File: src/rtl/uart_pkg.sv
// uart_pkg: shared UART FSM encoding, frame levels and defaults.
// PARITY_EN reflects the UART_TX_PARITY_EN macro.
package uart_pkg;
   typedef logic [2:0] state_t;
   localparam state_t ST_IDLE   = 3'd0;
   localparam state_t ST_POP    = 3'd1;
   localparam state_t ST_WAIT   = 3'd2;
   localparam state_t ST_START  = 3'd3;
   localparam state_t ST_DATA   = 3'd4;
   localparam state_t ST_PARITY = 3'd5;
   localparam state_t ST_STOP   = 3'd6;
   localparam logic START_BIT = 1'b0;
   localparam logic STOP_BIT  = 1'b1;
   localparam logic IDLE_BIT  = 1'b1;
   localparam int DEFAULT_DIV_WIDTH = 16;
`ifdef UART_TX_PARITY_EN
   localparam bit PARITY_EN = 1'b1;
`else
   localparam bit PARITY_EN = 1'b0;
`endif
endpackage

File: src/rtl/uart_baud_timer.sv
// uart_baud_timer: loadable down-counter; tick marks the last cycle of a bit.
// Reloads from div on every tick so consecutive bits are div+1 cycles long.
module uart_baud_timer #(
   parameter int W = 16
) (
   input  logic         clk,
   input  logic         rst,
   input  logic         load,
   input  logic [W-1:0] div,
   output logic         tick
);
   logic [W-1:0] cnt_q, cnt_d;
   assign tick = cnt_q == '0;
   always_comb cnt_d = (load || tick) ? div : cnt_q - W'(1);
   always_ff @(posedge clk or posedge rst) begin
      if (rst) cnt_q <= '0;
      else     cnt_q <= cnt_d;
   end
endmodule

File: src/rtl/uart_tx_fifo_reader.sv
// uart_tx_fifo_reader: pops bytes from a registered-read FIFO and sends them as 8N1,
// or 8E1 when UART_TX_PARITY_EN is defined.
module uart_tx_fifo_reader
   import uart_pkg::*;
#(
   parameter int DATA_WIDTH = 8,
   parameter int DIV_WIDTH  = DEFAULT_DIV_WIDTH
) (
   input  logic                  clk,
   input  logic                  rst,
   input  logic [DIV_WIDTH-1:0]  baud_div,
   input  logic                  tx_en,
   input  logic                  fifo_empty,
   input  logic                  fifo_rd_valid,
   input  logic [DATA_WIDTH-1:0] fifo_rd_data,
   output logic                  fifo_rd_ready,
   output logic                  txd,
   output logic                  busy
);
   localparam int BW = $clog2(DATA_WIDTH) + 1;
   localparam logic [BW-1:0] LAST_BIT = BW'(DATA_WIDTH - 1);
   localparam state_t AFTER_DATA = PARITY_EN ? ST_PARITY : ST_STOP;
   state_t state_q, state_d;
   logic [DATA_WIDTH-1:0] sh_q, sh_d;
   logic [BW-1:0] bit_q, bit_d;
   logic [DIV_WIDTH-1:0] div_q, div_d;
   logic txd_q, txd_d, busy_q, busy_d, rdy_q, rdy_d;
   logic go, cap, tick, tail_bit;
   assign go  = tx_en && !fifo_empty;
   assign cap = state_q == ST_WAIT && fifo_rd_valid;
   // The divisor is taken live on capture and from the latched copy thereafter
   uart_baud_timer #(.W(DIV_WIDTH)) u_timer (
      .clk  (clk),
      .rst  (rst),
      .load (cap),
      .div  (cap ? baud_div : div_q),
      .tick (tick)
   );
`ifdef UART_TX_PARITY_EN
   logic par_q, par_d;
   assign par_d = cap ? ^fifo_rd_data : par_q;
   always_ff @(posedge clk or posedge rst) begin
      if (rst) par_q <= 1'b0;
      else     par_q <= par_d;
   end
   assign tail_bit = state_d == ST_PARITY ? par_q : STOP_BIT;
`else
   assign tail_bit = STOP_BIT;
`endif
   always_comb begin
      state_d = state_q;
      sh_d    = sh_q;
      bit_d   = bit_q;
      div_d   = div_q;
      case (state_q)
         ST_IDLE:  state_d = go ? ST_POP : ST_IDLE;
         ST_POP:   state_d = ST_WAIT;
         ST_WAIT:  if (cap) begin
            state_d = ST_START;
            sh_d    = fifo_rd_data;
            div_d   = baud_div;
            bit_d   = '0;
         end
         ST_START: state_d = tick ? ST_DATA : ST_START;
         ST_DATA:  if (tick) begin
            sh_d    = sh_q >> 1;
            bit_d   = bit_q + BW'(1);
            state_d = bit_q == LAST_BIT ? AFTER_DATA : ST_DATA;
         end
`ifdef UART_TX_PARITY_EN
         ST_PARITY: state_d = tick ? ST_STOP : ST_PARITY;
`endif
         ST_STOP:  state_d = tick ? (go ? ST_POP : ST_IDLE) : ST_STOP;
         default:  state_d = ST_IDLE;
      endcase
   end
   // Outputs are registered from the next state so txd is glitch-free at the pad
   always_comb begin
      txd_d  = state_d == ST_START ? START_BIT : state_d == ST_DATA ? sh_d[0] : tail_bit;
      busy_d = state_d != ST_IDLE;
      rdy_d  = state_d == ST_POP;
   end
   always_ff @(posedge clk or posedge rst) begin
      if (rst) begin
         state_q <= ST_IDLE;
         sh_q    <= '0;
         bit_q   <= '0;
         div_q   <= '0;
         txd_q   <= IDLE_BIT;
         busy_q  <= 1'b0;
         rdy_q   <= 1'b0;
      end else begin
         state_q <= state_d;
         sh_q    <= sh_d;
         bit_q   <= bit_d;
         div_q   <= div_d;
         txd_q   <= txd_d;
         busy_q  <= busy_d;
         rdy_q   <= rdy_d;
      end
   end
   assign txd           = txd_q;
   assign busy          = busy_q;
   assign fifo_rd_ready = rdy_q;
endmodule

File: config.mk
export PLATFORM = sky130hd
export DESIGN_NAME = uart_tx_fifo_reader
export DESIGN_NICKNAME = d
export VERILOG_FILES = /design/src/rtl/uart_pkg.sv /design/src/rtl/uart_baud_timer.sv /design/src/rtl/uart_tx_fifo_reader.sv
export SDC_FILE = /design/constraint.sdc
export NUM_CORES = 1
export LEC_CHECK = 0
export ABC_CLOCK_PERIOD_IN_PS = 2800
export CORE_UTILIZATION = 50
export DETAILED_ROUTE_END_ITERATION = 10
export HOLD_SLACK_MARGIN = 0.06
export PLACE_DENSITY = 0.72
export SYNTH_ARGS = -nofsm -noshare
export SYNTH_HDL_FRONTEND = slang
export SYNTH_SLANG_ARGS = --single-unit
File: constraint.sdc
create_clock -name clk -period 2.8 [get_ports clk]
set_input_delay 0.42 -clock clk [delete_from_list [all_inputs] [get_ports clk]]
set_output_delay 0.42 -clock clk [all_outputs]
set_load 0.01 [all_outputs]
==> summary.txt <==
Die
  • Die ar.: 5000 sq um
  • I/O pins: 32
  • Starting density of the core: 0.531
  • Chip height: between 70 and 80 um
  • Die Span X: between 70 and 80 um
  • Core ar.: 4440 sq um
  • FP Rows: 24

Pwr
  • Combinational Power Share: 0.231
  • Clock share of power: 0.265
  • P per Cell Area: about 810 nW/um^2
  • Sw Ratio: 0.278
  • Internal: between 0.0015 and 0.002 W
  • Power, Total: approximately 0.0023 W
  • Seq pwr share: 0.504
  • Peak VDD IR: between 0.4 and 0.5 mV
  • Psw: about 0.00065 W
  • Leakage power: around 1.1 nW

Timing
  • Skew final: between 6 and 7 ps
  • Tcrit/Tclk final: 0.896
  • Final setup viols: 0
  • Sum Neg Setup Slack: 0 ps
  • Worst setup margin: slightly below 300 ps
  • Fmax: roughly 400 MHz
  • Final Max Tran Viols: 0
  • RSZ-0062 raised after global routing: no
  • Final hold violation count: 0
  • Worst-Margin Slew: between 1000 and 1500 ps
  • Tmin final: around 2500 ps
  • Normalized max-slew margin: 0.323

Clock network
  • CTS tree: built
  • Post-CTS Setup Bufs: 0
  • Post-CTS Resized: 0
  • Clk sinks: 50
  • H-tree depth: 2
  • CTS Hold Bufs: 0
  • Clk slew on worst S/H paths: 90 ps
  • CTS Buffer Depth: 2
  • Worst-skew pair later-pin latency: 300 ps
  • Root buffer cell: clkbuf_8
  • Clock buffer count from CTS: 5

Yosys
  • Synth Cell Area: between 2000 and 2500 sq um
  • Avg Inst Size Synth: approximately 10 sq um
  • Cells after synthesis: between 200 and 250
  • Seq/Total Area, Yosys: 0.530
  • Unique masters post-synth: 40
  • Yosys reg bits: 50
  • Synthesis Warnings: 0
  • Syn nets: between 200 and 300

Run
  • Max-cap violations: 0

Run status
  • Failing checks: DRC
  • Outcome: complete, but fails checks

GRT
  • First-pass GRT wire length: a little under 8 mm
  • Vias in the first global route: about 1700
  • Initial antenna violation count: 0
  • Grt ovf: 0
  • Pin count of the biggest net entering global routing: 28
  • Gr usage total: 0.203

Critical path
  • Largest fanout on the critical path: 5
  • Setup CP Type: reg2reg
  • Crit path DAT: approximately 2700 ps
  • Worst setup EP type: register
  • Worst EP required: 3030 ps
  • Nature of the critical path startpoint: register
  • Reg2Reg Setup Slack: 290 ps

Finish
  • ANT cells: 0
  • Non-Filler Instances: between 300 and 400
  • # nets final: around 290
  • Layout cell share with drive strength beyond 1: 0.170
  • Final Instance Area: ~2900 sq um
  • Syn-to-layout area delta: 21.9%

Route
  • First-pass iteration count of the detailed router: 7
  • Via count: between 1500 and 2000
  • Post-DR vias/cell: approximately 5.7
  • DR iter-0 viols: between 100 and 150
  • WL/cell: between 10 and 15 um
  • Total Wirelength: between 4 and 5 mm
  • Residual DRC count: 8
  • Antenna Nets Post-Route: 0

Placement
  • Dpl ws: roughly 310 ps
  • Port Buf Inserts: 31
  • Placed cell area: ~2700 sq um
  • DP Wirelength: 3.02 mm
  • Dpl cells: 303
  • GPL Wtd Cong: approximately 0.76

Hold path
  • Hold WC Path Type: in2async
power groups by stage:
stage | Clock [W] | Sequential [W] | Combinational (W)
global route | 0.000661 | 0.00121 | 0.000609
CTS | 0.000635 | 0.00117 | 0.000545
finish | 0.000618 | 0.00117 | 0.000538
floorplan | 0 | 0.00114 | 0.000420
detailed placement | 0 | 0.00118 | 0.000540
global placement | 0 | 0.00117 | 0.000524
path summary, 6_finish.rpt:
check / startpoint / end / cells after the start
max reg2reg: u_timer.cnt_q[0] / bit_q[3] / 7
max: u_timer.cnt_q[0] / bit_q[3] / 7
min in group clk: div_q[11] / div_q[11] / 2
min reg2reg: div_q[11] / div_q[11] / 2
min: rst / bit_q[3] / 2
max in group asynchronous: rst / txd / 3
layout make-up:
class                      instances  area (sq um)
clock inverter                     2          60.1
multi-input combinational        159          1040
sequential                        50          1250
fill                             379          1570
timing repair buffer              38           363
inverter                           4          15.0
clock buffer                       6          82.6
tap                               52          65.1
cells by family (layout without fill, tap and decap cells):
kind of cell | Yosys count | in the layout | share of synthesized area
buffers and inverters | 17 | 50 | 0.0291
flip-flops | 50 | 50 | 0.530
XOR/XNOR | 12 | 12 | 0.0445
AND/OR/NAND/NOR | 65 | 65 | 0.148
AO/OA/AOI/OAI | 62 | 62 | 0.152
adder cells (fa/ha/maj) | 3 | 3 | 0.0148
multiplexers | 17 | 17 | 0.0806
metal layers:
| metal | part of all wire | global-route usage | vias to the layer above |
|---|---|---|---|
| met5 | 0 | 0 | - |
| li1 | - | - | 865 |
| met4 | 0.012 | 0.0600 | 0 |
| met1 | 0.49 | 0.287 | 873 |
| met2 | 0.46 | 0.315 | 34 |
| met3 | 0.038 | 0.0484 | 6 |
sequential cells by signal, summed over array words and instances, names as in the netlist:
name / flops
busy: 1
fifo_rd_ready: 1
state_q: 3
bit_q: 4
sh_q: 8
txd: 1
div_q: 16
u_timer.cnt_q: 16
cells in the mapped netlist, drive strengths merged:
library cell  number  area (sq um)
a211oi             1          7.51
a21oi             32           160
a221oi             1          8.76
a22o               1          8.76
a22oi              7          52.6
a2bb2oi            1          8.76
a31oi              4          25.0
a32o               1          10.0
and3b              1          8.76
buf                6          27.5
clkbuf             7          26.3
dfrtp             49          1230
dfstp              1          26.3
ha                 2          25.0
inv                4          15.0
maj3               1          10.0
mux2              16           180
mux2i              1          10.0
nand2             18          67.6
nand2b             3          18.8
nand3              8          40.0
nand3b             1          7.51
nor2              11          41.3
nor2b              1          6.26
nor3               7          40.0
nor4               1          6.26
o211ai             1          7.51
o21ai             11          55.1
o31ai              2          15.0
or2                4          25.0
or3                6          52.6
or3b               1          8.76
or4                3          27.5
xnor2              8          70.1
xor2               4          35.0
worst max-delay path, stage by stage, from the launching register on:
cell and delay [ps]:
dfrtp_1 410, inv_1 70, ha_1 170, or3b_2 500, or3_4 400, or3_4 360
or3_1 360, a21oi_1 160
layout by cell type (no fill, tap or decap), drive strengths merged, types with 2 or more instances in the layout:
| cell type | netlist | routed |
|---|---|---|
| xnor2 | 8 | 8 |
| nor3 | 7 | 7 |
| clkdlybuf4s50 | 0 | 31 |
| xor2 | 4 | 4 |
| a22oi | 7 | 7 |
| nand2b | 3 | 3 |
| buf | 6 | 7 |
| bufinv | 0 | 2 |
| or3 | 6 | 6 |
| a31oi | 4 | 4 |
| o31ai | 2 | 2 |
| a21oi | 32 | 32 |
| o21ai | 11 | 11 |
| or2 | 4 | 4 |
| nand2 | 18 | 18 |
| inv | 4 | 4 |
| nand3 | 8 | 8 |
| mux2 | 16 | 16 |
| dfrtp | 49 | 49 |
| or4 | 3 | 3 |
| clkbuf | 7 | 6 |
| ha | 2 | 2 |
| nor2 | 11 | 11 |
through the flow:
stage                     hold WS [ps]   util
after detailed placement           463  0.615
after floorplan                    437      -
after CTS                          407  0.648
final                              402  0.648
after global routing               451  0.648
after global placement             455  0.615
Note: power is estimated with default switching activity, not from simulation.
